--- src/rtl/riscv_out_capture_pkg.sv ---
// Shared defaults and entry layout for the RV_CPU output-port capture monitor.
// The timestamp option is selected by the OUT_CAPTURE_TS_EN macro.
package riscv_out_capture_pkg;

  localparam int CAP_DATA_W = 10;
  localparam int CAP_TS_W   = 16;
  localparam int CAP_DEPTH  = 8;

  localparam logic [7:0] DROP_CNT_MAX = 8'd255;

  typedef struct packed {
    logic [CAP_DATA_W-1:0] data;
    logic [CAP_TS_W-1:0]   ts;
  } cap_entry_t;

endpackage

--- src/rtl/out_capture_fifo.sv ---
// Synchronous FIFO with occupancy count; push and pop may coincide, and a push
// into a full FIFO is accepted only when a pop frees a slot on the same edge.
module out_capture_fifo #(
  parameter  int W     = 26,
  parameter  int DEPTH = 8,
  localparam int AW    = $clog2(DEPTH),
  localparam int CW    = AW + 1
) (
  input  logic          clk,
  input  logic          reset,
  input  logic          i_push,
  input  logic [W-1:0]  i_data,
  input  logic          i_pop,
  output logic          o_full,
  output logic          o_empty,
  output logic [CW-1:0] o_count,
  output logic [W-1:0]  o_data
);

  logic [W-1:0]  r_mem [DEPTH];
  logic [AW-1:0] r_wr_ptr;
  logic [AW-1:0] r_rd_ptr;
  logic [CW-1:0] r_count;
  logic          w_do_push;
  logic          w_do_pop;

  assign o_full    = (r_count == CW'(DEPTH));
  assign o_empty   = (r_count == '0);
  assign w_do_pop  = i_pop & ~o_empty;
  assign w_do_push = i_push & (~o_full | w_do_pop);
  assign o_count   = r_count;
  assign o_data    = r_mem[r_rd_ptr];

  // Pointers wrap naturally because DEPTH is a power of two.
  always_ff @(posedge clk) begin
    if (reset) begin
      r_wr_ptr <= '0;
      r_rd_ptr <= '0;
      r_count  <= '0;
    end else begin
      if (w_do_push) r_wr_ptr <= r_wr_ptr + AW'(1);
      if (w_do_pop)  r_rd_ptr <= r_rd_ptr + AW'(1);
      r_count <= r_count + CW'(w_do_push) - CW'(w_do_pop);
    end
  end

  always_ff @(posedge clk) begin
    if (w_do_push) r_mem[r_wr_ptr] <= i_data;
  end

endmodule

--- src/rtl/riscv_out_capture.sv ---
// Change-capture monitor on the RV_CPU `out` bus: registers the bus, pushes each
// new value into a FIFO and counts drops. Define OUT_CAPTURE_TS_EN for timestamps.
module riscv_out_capture
  import riscv_out_capture_pkg::*;
#(
  parameter  int DATA_W = CAP_DATA_W,
  parameter  int DEPTH  = CAP_DEPTH,
  parameter  int TS_W   = CAP_TS_W,
  localparam int CW     = $clog2(DEPTH) + 1
) (
  input  logic              clk,
  input  logic              reset,
  input  logic [DATA_W-1:0] cpu_out,
  input  logic              capture_en,
  input  logic              ovf_clr,
  output logic              rd_valid,
  input  logic              rd_ready,
  output logic [DATA_W-1:0] rd_data,
  output logic [TS_W-1:0]   rd_ts,
  output logic [CW-1:0]     count,
  output logic              overflow,
  output logic [7:0]        drop_cnt
);

`ifdef OUT_CAPTURE_TS_EN
  localparam int EW = DATA_W + TS_W;
  logic [TS_W-1:0] r_ts;
`else
  localparam int EW = DATA_W;
`endif

  // Read port: rd_valid means the head entry is presented; a pop happens on any
  // edge where rd_valid & rd_ready, and the head is held while rd_ready is low.
  logic [DATA_W-1:0] r_in_q;
  logic [DATA_W-1:0] r_last_q;
  logic              r_in_vld;
  logic              r_first;
  logic              r_overflow;
  logic [7:0]        r_drop_cnt;
  logic              w_change;
  logic              w_push_req;
  logic              w_pop;
  logic              w_full;
  logic              w_empty;
  logic              w_drop;
  logic [EW-1:0]     w_entry;
  logic [EW-1:0]     w_head;

  // r_in_vld keeps the reset value in r_in_q from being captured as a sample.
  assign w_change   = r_first | (r_in_q != r_last_q);
  assign w_push_req = capture_en & r_in_vld & w_change;
  assign w_pop      = rd_valid & rd_ready;
  assign w_drop     = w_push_req & w_full & ~w_pop;

`ifdef OUT_CAPTURE_TS_EN
  assign w_entry = {r_in_q, r_ts};
  assign rd_ts   = rd_valid ? w_head[TS_W-1:0] : '0;

  always_ff @(posedge clk) begin
    if (reset) r_ts <= '0;
    else       r_ts <= r_ts + TS_W'(1);
  end
`else
  assign w_entry = r_in_q;
  assign rd_ts   = '0;
`endif

  out_capture_fifo #(
    .W     (EW),
    .DEPTH (DEPTH)
  ) u_fifo (
    .clk     (clk),
    .reset   (reset),
    .i_push  (w_push_req),
    .i_data  (w_entry),
    .i_pop   (w_pop),
    .o_full  (w_full),
    .o_empty (w_empty),
    .o_count (count),
    .o_data  (w_head)
  );

  assign rd_valid = ~w_empty;
  assign rd_data  = rd_valid ? w_head[EW-1 -: DATA_W] : '0;
  assign overflow = r_overflow;
  assign drop_cnt = r_drop_cnt;

  // last_q follows every push request, so a dropped change is counted once only.
  always_ff @(posedge clk) begin
    if (reset) begin
      r_in_q     <= '0;
      r_in_vld   <= 1'b0;
      r_last_q   <= '0;
      r_first    <= 1'b1;
      r_overflow <= 1'b0;
      r_drop_cnt <= '0;
    end else begin
      r_in_q   <= cpu_out;
      r_in_vld <= 1'b1;
      if (!capture_en) begin
        r_first <= 1'b1;
      end else if (w_push_req) begin
        r_last_q <= r_in_q;
        r_first  <= 1'b0;
      end
      if (w_drop)       r_overflow <= 1'b1;
      else if (ovf_clr) r_overflow <= 1'b0;
      if (w_drop && r_drop_cnt != DROP_CNT_MAX) r_drop_cnt <= r_drop_cnt + 8'd1;
    end
  end

endmodule
--- config.mk ---
export PLATFORM = sky130hd
export DESIGN_NAME = riscv_out_capture
export DESIGN_NICKNAME = d
export VERILOG_FILES = /design/src/rtl/riscv_out_capture_pkg.sv /design/src/rtl/out_capture_fifo.sv /design/src/rtl/riscv_out_capture.sv
export SDC_FILE = /design/constraint.sdc
export NUM_CORES = 1
export LEC_CHECK = 0
export BUFFER_PORTS_ARGS = -buffer_cell sky130_fd_sc_hd__buf_2
export CAP_MARGIN = 20
export CELL_PAD_IN_SITES_DETAIL_PLACEMENT = 1
export CELL_PAD_IN_SITES_GLOBAL_PLACEMENT = 1
export CORE_ASPECT_RATIO = 1.1
export CORE_MARGIN = 4
export CORE_UTILIZATION = 44
export CTS_CLUSTER_DIAMETER = 50
export DETAILED_ROUTE_END_ITERATION = 10
export PLACE_DENSITY_LB_ADDON = 0.05
export RECOVER_POWER = 100
export SETUP_SLACK_MARGIN = 0.02
export SLEW_MARGIN = 40
export SYNTH_ARGS = -nofsm -noshare
export SYNTH_HDL_FRONTEND = slang
export SYNTH_HIERARCHICAL = 1
export SYNTH_SLANG_ARGS = --single-unit
--- constraint.sdc ---
create_clock -name clk -period 2.7 [get_ports clk]
set_clock_uncertainty 0.05 [all_clocks]
set_input_delay 0 -clock clk [delete_from_list [all_inputs] [get_ports clk]]
set_output_delay 0 -clock clk [all_outputs]
set_load 0.01 [all_outputs]
Word level (Yosys, flattened, before mapping)
Memories as Yosys holds them, arrays and structs flattened. A register that Yosys moved wholly into a read port is not among the register bits.
Cells that the tools add are included.

operators by class
  add/sub/neg operators = 5
  equal/unequal tests = 3
  reduce and logical (&&, ||, !) cells = 5
  mux-type cells = 8
  bitwise gates (word level) = 13

operator list
  cell                                                            number
  10-bit two-way mux                                              1
  10-bit inequality test                                          1
  8-bit by 1-bit adder with 8-bit output (second input constant)  1
  8-bit inequality test (second input constant)                   1
  1-bit bitwise AND                                               7
  3-bit by 1-bit adder with 3-bit output (second input constant)  2
  3-bit two-way mux                                               2
  1-bit two-way mux                                               5
  4-bit by 1-bit adder with 4-bit output                          1
  4-bit equality test (second input constant)                     1
  4-bit logical NOT                                               1
  1-bit inverter                                                  4
  4-bit by 1-bit subtractor with 4-bit output                     1
  1-bit OR                                                        2
  2-bit AND reduction                                             1
  2-bit nonzero test                                              1
  2-bit OR reduction                                              1
  1-bit logical AND                                               1

word-level totals
  word-level logic and storage cells = 44
  memories = 1
  flip-flop bits (word level) = 41
  memory bits (writable) = 80

memory list
  name          words  width  rd ports  clocked after memory_dff  write ports  RTL line                source
  u_fifo.r_mem  8      10     1         1                         1            out_capture_fifo.sv:20  logic [W-1:0] r_mem [DEPTH];

Longest topological paths before layout
Gate-level depths: netlist (run 1).

  word-level depth = 8
  gate-level depth with buffers = 12
  gate-level depth less buffers = 11

Modules after synthesis
The synthesis (run 1) kept the hierarchy.

by module, submodules not included
  module             area an instance (µm²)  cells an instance  instances  sequential area each (µm²)
  out_capture_fifo   3773.6                  208                1          2662.6
  riscv_out_capture  1496.4                  163                1          620.6

Worst setup path before layout (run 1)
OpenSTA, ideal clock, no wires.

  kind = flip-flop to flip-flop
  start = register u_fifo.r_count[2], in the netlist u_fifo/o_count[2]
  end = memory u_fifo/r_mem[0][0] (netlist bit) (enable)
  required time = 2.247 ns
  clock period less this slack = 3.071 ns
  stages on the path, launching flop included = 8
  setup slack = -0.371 ns
  buffers on the path = 0
  setup time = 0.403 ns
  arrival = 2.617 ns
  path through = dfxtp_1 -> inv_1 -> ha_1 -> nor3b_1 -> nor2b_1 -> nor2b_1 -> nor2_1 -> nor4_1

between the ends
  longest elaborated chain between the ends = 8
  elaborated cells between the ends (all ways) = 10
  those cells by class = 1 x eq/ne; 2 x mux; 6 x bitwise; 1 x reduce/logical

ends and longest elaborated chain
  what                                     RTL line                 source
  start: declaration                       out_capture_fifo.sv:23   logic [CW-1:0] r_count;
  start signal: assignment                 out_capture_fifo.sv:43   r_count <= r_count + CW'(w_do_push) - CW'(w_do_pop);
  4-bit logical NOT                        out_capture_fifo.sv:28   assign o_empty = (r_count == '0);
  via w_empty                              riscv_out_capture.sv:44  logic w_empty;
  1-bit inverter                           riscv_out_capture.sv:83  assign rd_valid = ~w_empty;
  1-bit bitwise AND                        riscv_out_capture.sv:52  assign w_pop = rd_valid & rd_ready;
  via w_pop                                riscv_out_capture.sv:42  logic w_pop;
  1-bit bitwise AND                        out_capture_fifo.sv:29   assign w_do_pop = i_pop & ~o_empty;
  1-bit OR                                 out_capture_fifo.sv:30   assign w_do_push = i_push & (~o_full | w_do_pop);
  1-bit bitwise AND                        out_capture_fifo.sv:30
  1-bit two-way mux                        out_capture_fifo.sv:48   if (w_do_push) r_mem[r_wr_ptr] <= i_data;
  1-bit two-way mux (implied by the code)  out_capture_fifo.sv:48
  end: declaration                         out_capture_fifo.sv:20

The timed path passes the listed nets, and every way through them passes these cells.

Final worst setup path (run 1)
  start = register r_in_q[5]
  end = memory u_fifo/r_mem[4][8] (netlist bit) (enable)

between the ends
  longest elaborated chain between the ends = 6

ends and longest elaborated chain
  what                                     RTL line                 source
  start: declaration                       riscv_out_capture.sv:34  logic [DATA_W-1:0] r_in_q;
  start signal: assignment                 riscv_out_capture.sv:98  r_in_q <= cpu_out;
  10-bit inequality test                   riscv_out_capture.sv:50  assign w_change = r_first | (r_in_q != r_last_q);
  1-bit OR                                 riscv_out_capture.sv:50
  1-bit bitwise AND                        riscv_out_capture.sv:51  assign w_push_req = capture_en & r_in_vld & w_change;
  1-bit bitwise AND                        out_capture_fifo.sv:30
  1-bit two-way mux                        out_capture_fifo.sv:48
  1-bit two-way mux (implied by the code)  out_capture_fifo.sv:48

No other way between the ends.

==> results of run 1 <==
[how the worst max path moves through the flow]
stage	to	slack, ps	cells after the start
2_1_floorplan	u_fifo/r_mem[0][0]	-370	7
3_3_place_gp	u_fifo/r_mem[6][8]	300	8
3_5_place_dp	u_fifo/o_count[2]	240	11
4_1_cts	u_fifo/o_count[2]	210	11
5_1_grt	u_fifo/r_mem[5][5]	30	8
6_report	u_fifo/r_mem[4][8]	220	8
[critical path, delay by kind of cell, from the launching register on]
family | cells | cell delay, ps
buf+inv | 3 | 810
flops | 1 | 490
simple gates | 3 | 330
compound gates | 1 | 290
xor+xnor | 1 | 180
[layout make-up]
class                           count  area (sq um)
Fill cell                        1216          5240
Sequential cell                   124          3290
Multi-Input combinational cell    217          1810
Clock buffer                       26           512
Timing Repair Buffer               79           475
Tap cell                          150           188
Inverter                           12          45.0
Clock inverter                      6          36.3
[cell families (layout without fill, tap and decap cells)]
group                      count (synthesis)  count (layout)  share of synthesized area [%]
AOI/OAI and AO/OA                         23              23                           2.90
xor gates and xnor gates                  11              11                           1.83
adders and majority gates                  9               9                           2.28
buffers and inverters                     45             123                           4.77
DFF                                      124             124                           62.3
muxes                                     45              45                           13.7
other                                      1              16                         0.0712
and+or+nand+nor                          113             113                           12.1
[state kept, by name, summed over array words and instances, names as in the netlist, named ones only]
name and count:
u_fifo/r_mem 80, r_in_q 10, r_last_q 10, drop_cnt 8, u_fifo/o_count 4, u_fifo/r_rd_ptr 3
u_fifo/r_wr_ptr 3, overflow 1, r_first 1, r_in_vld 1
[cell usage in the layout, fill, tap and decap left out, types with 3 or more instances in the layout]
cell           instances
ha_1                   8
or4_1                  4
a21oi_1               10
edfxtp_1              80
nor3_1                 9
dfxtp_1               42
clkinv_2               4
mux2i_1               10
mux2_2                12
conb_1                16
buf_4                  9
clkbuf_1              38
nor2_1                17
clkbuf_4               3
and3_1                 3
nand4_1                5
nor3b_1                4
inv_1                 12
mux4_2                20
clkbuf_16             19
dlygate4sd3_1         15
xor2_1                11
nor2b_1               30
nand2_1               17
buf_2                 18
nand3_1                9
[power by group through the flow]
stage          Combinational (mW)  Sequential (mW)  Clock, mW
2_1_floorplan               0.714             2.23          0
4_1_cts                      1.08             2.24       2.10
5_1_grt                      1.13             2.25       2.19
3_3_place_gp                 1.04             2.27          0
6_report                     1.01             2.24       2.04
3_5_place_dp                 1.06             2.28          0
[metal layers]
metal / vias to the layer above / wire, um
met3: 10 / 374
met4: 0 / 131
met2: 58 / 5920
met1: 1555 / 4650
li1: 1503 / -
met5: - / 0
[what timing repair did]
item,in CTS,in global routing
endpoints found under the hold margin,21,0
hold buffers,15,0
setup endpoints to repair,0,11
resized for setup,0,2
==> results.cfg, run 1 <==
[run_status]
outcome = completed

[clocking]
postCtsSetupBuffers = 0
clk_latency_ps = 410
numCtsBuffers = 17
clockBufferDepth = 2
htree_levels = 4
clk_pin_slew_worst_paths_ps = 50
cts_tree = done
cts-root-buf = clkbuf_16
cts_num_sinks = 124

[critical_path]
path_common_cell = buf_4
critPathLaunchType = register
crit_path_start = r_in_q[5]
cpMaxStageDelayCell = dfxtp_1
end_kind = register
crit_arrival_ps = 2510
critPathKind = reg -> reg
r2r_slack_ps = 220
slowest_delay_ps = 490
r2r_cells = 8
cp_cell_sequence = xor2_1 > nor4_1 > buf_4 > a31oi_2 > buf_4 > nand2_1 > nor4_2 > buf_2
r2r_end = u_fifo/r_mem[4][8]
r2r-start = r_in_q[5]
crit_path_max_fanout = 20
worst_ep_required_time_ps = 2720

[drt]
via_per_inst = 5.09
drc = 0
vias = 3126
wl_um = 11100
final_antenna_net_count = 0
wl_per_cell_um = 18.1
firstDrtPassIters = 5
dr.first_iter.drc_count = 154

[global_route]
grt_overflow = 0
antenna_found_initial = 0
grt_use_met1_pct = 20.2
track_usage_pct = 17.5
use_met2_pct = 31.0
grtUsageMet3_pct = 5.08
grt_max_degree = 27
grt_pass1_vias = 3361
busiest_layer = met2
grt_pass1_wl_um = 17900

[power]
p_clk_share_pct = 38.6
finalPower_mw = 5.29
switchingPower_mw = 1.40
seqPwrFrac_pct = 42.4
p_int_mw = 3.88
pwr_density_cell_nw_per_um2 = 832
ir_drop_uv = 433
pwr-share-comb_pct = 19.0
power.leakage_nw = 2.32
p_sw_share_pct = 26.5

[floorplanning]
ioPinCount = 55
row_count = 41
die_w_um = 112
core-area_sq_um = 11600
dieArea_sq_um = 13800
die_h_um = 123
start_util_pct = 45.5

[sta]
setup_viol = 0
hold_violations = 0
setup_tns_ps = 0
setup_slack_ps = 216
final.min_clock_period_ps = 2480
fmax_mhz = 403
worst_pin_slew_ps = 992
slew_violations = 0
rsz0062_at_grt = false
post-route-period-util_pct = 92.0
holdWs_ps = 205
slew_headroom_pct = 33.9

[logic_synthesis]
synth_edf_count = 80
yosysSeqAreaShare_pct = 62.3
yosys-top-cells-count = edfxtp_1, dfxtp_1, nor2b_1, mux4_2
yosys-top-cells-area = edfxtp_1, dfxtp_1, mux4_2
synth.most_common_cell = edfxtp_1
synth.top_cell.area_share_pct = 45.6
synth.avg_cell_area_sq_um = 14.2
synth-async-reset-ratio_pct = 0
synth_cell_types = 49
synth_cells = 371
ys_ff_latch = 124
synth_area_leader_cell = edfxtp_1
synth_area_sq_um = 5270
yosys_warnings = 6
yosys_most_used_dff = edfxtp_1

[cells_and_area]
diodes = 0
drive_gt1_share_pct = 21.8
final_core_util_pct = 54.8
fin_area_sq_um = 6350
nets = 475
final_cells = 614
area_growth_pct = 20.5

[min_path]
hp-start = rd_ready
worstHoldPathCells = 6
hold_path_class = in -> reg

[placed_design]
portBuffers = 38
placed_cells = 567
pre_cts_slack_ps = 241
dp_hpwl_um = 7640
gp_congestion = 0.743
placed_cell_area_sq_um = 5740

[flow_run]
cap_violations = 0
(Power assumes the default switching activity.)
==> run 2: changes to the inputs <==
CORE_ASPECT_RATIO = 2   (was 1.1)
==> run 2 against run 1 <==
Compared with the run above: sequential power about the same; highest routed layer unchanged; count of clock-buffer cells in the layout down 9; worst setup slack worse by 34 ps; largest cell class unchanged; first-iteration DRC count down 38%; combinational power about the same; power down 0.97%; clock power down 3%.
==> results.cfg, run 2 (synthesis results as in run 1) <==
[power]
p_clk_share_pct = 37.7
pwr_density_cell_nw_per_um2 = 833
p_sw_share_pct = 28.3
ir_drop_uv = 562
switchingPower_mw = 1.48
seqPwrFrac_pct = 42.6
pwr-share-comb_pct = 19.7
power.leakage_nw = 2.29
p_int_mw = 3.75

[drt]
wl_um = 11400
vias = 3223
final_antenna_net_count = 0
via_per_inst = 5.29
drc = 0
dr.first_iter.drc_count = 95
firstDrtPassIters = 5
wl_per_cell_um = 18.7

[sta]
final.min_clock_period_ps = 2520
post-route-period-util_pct = 93.2
slew_headroom_pct = 48.2
setup_viol = 0
worst_pin_slew_ps = 777
rsz0062_at_grt = false
holdWs_ps = 10.1
slew_violations = 0
fmax_mhz = 397
hold_violations = 0

[run_status]
outcome = completed

[min_path]
hold_path_class = in -> reg

[critical_path]
crit_arrival_ps = 2540
crit_path_max_fanout = 20
r2r_slack_ps = 180
critPathKind = reg -> reg
end_kind = register
worst_ep_required_time_ps = 2720
critPathLaunchType = register

[clocking]
htree_levels = 4
cts-root-buf = clkbuf_16
clk_pin_slew_worst_paths_ps = 60
clk_latency_ps = 400
cts_num_sinks = 124
numCtsBuffers = 17
cts_tree = done
clockBufferDepth = 2

[placed_design]
placed_cells = 565
dp_hpwl_um = 7880
portBuffers = 38
gp_congestion = 0.757
placed_cell_area_sq_um = 5730

[cells_and_area]
regMostFlops = u_fifo/r_mem
layout_commonest_cell = edfxtp_1
final_core_util_pct = 53.7
diodes = 0
final_cells = 609
largest_reg_flops = 80
layout_common_cells = edfxtp_1, dfxtp_1, clkbuf_1, nor2b_1
drive_gt1_share_pct = 22.4
nets = 475
reg.largest.list = u_fifo/r_mem (80), r_in_q (10), r_last_q (10)
fin_area_sq_um = 6280
area_growth_pct = 19.2

[global_route]
antenna_found_initial = 0
grt_pass1_wl_um = 18700
track_usage_pct = 18.0
grt_max_degree = 32
grt_pass1_vias = 3551
grt_overflow = 0

[floorplanning]
row_count = 56
ioPinCount = 55
dieArea_sq_um = 13900
die_h_um = 163
core-area_sq_um = 11700
start_util_pct = 45.0
die_w_um = 85.4

[flow_run]
cap_violations = 0
-- run 2: layout make-up --
type                    count  area [sq um]
clock buffers              17           425
fillers                  1210          5420
multi-input cells         217          1820
clock inverters            15          98.8
inverters                  12          45.0
well taps                 145           181
flip-flops and latches    124          3280
repair buffers             79           432
-- run 2: final timing paths --
| check | cells past startpoint | to | startpoint |
|---|---|---|---|
| worst max-delay path | 8 | u_fifo/r_mem[0][0] | r_in_q[9] |
| worst max register to register | 8 | u_fifo/r_mem[0][0] | r_in_q[9] |
| worst min register to register | 2 | r_last_q[1] | r_last_q[1] |
| worst min-delay path | 2 | r_last_q[6] | reset |
-- run 2: per-stage QoR --
step / total power, mW / TNS (ps) / setup slack (ps)
floorplan: 2.94 / -11910 / -371
finish: 5.24 / 0 / 182
global route: 5.52 / 0 / 18.5
global placement: 3.32 / 0 / 343
detailed placement: 3.36 / 0 / 136
CTS: 5.36 / 0 / 109
-- run 2: routing by layer --
layer / track usage [%] / up-vias / wire length, um
li1: - / 1508 / -
met1: 18.4 / 1632 / 3880
met2: 34.6 / 73 / 6970
met3: 4.51 / 10 / 401
met4: 6.20 / 0 / 147
met5: 0 / - / 0
-- run 2: critical path, stage by stage, from the launching register on --
cell and delay (ps):
dfxtp_1 350, xor2_1 170, nor4_1 70, clkbuf_1 130, a31oi_2 340, buf_4 350
nand2_1 140, nor4_2 190, buf_2 370
-- run 2: timing repair --
action,in CTS,in global routing
endpoints found under the setup margin,0,1
hold buffers,12,0
resized for setup,0,2
setup buffers,0,0
hold endpoints to repair,15,0
-- run 2: power by group through the flow --
stage	Clock, mW	Sequential [mW]	Combinational, mW
after detailed placement	0	2.27	1.09
final	1.97	2.23	1.03
after floorplan	0	2.23	0.714
after global routing	2.10	2.24	1.17
after global placement	0	2.26	1.06
after CTS	2.02	2.23	1.11
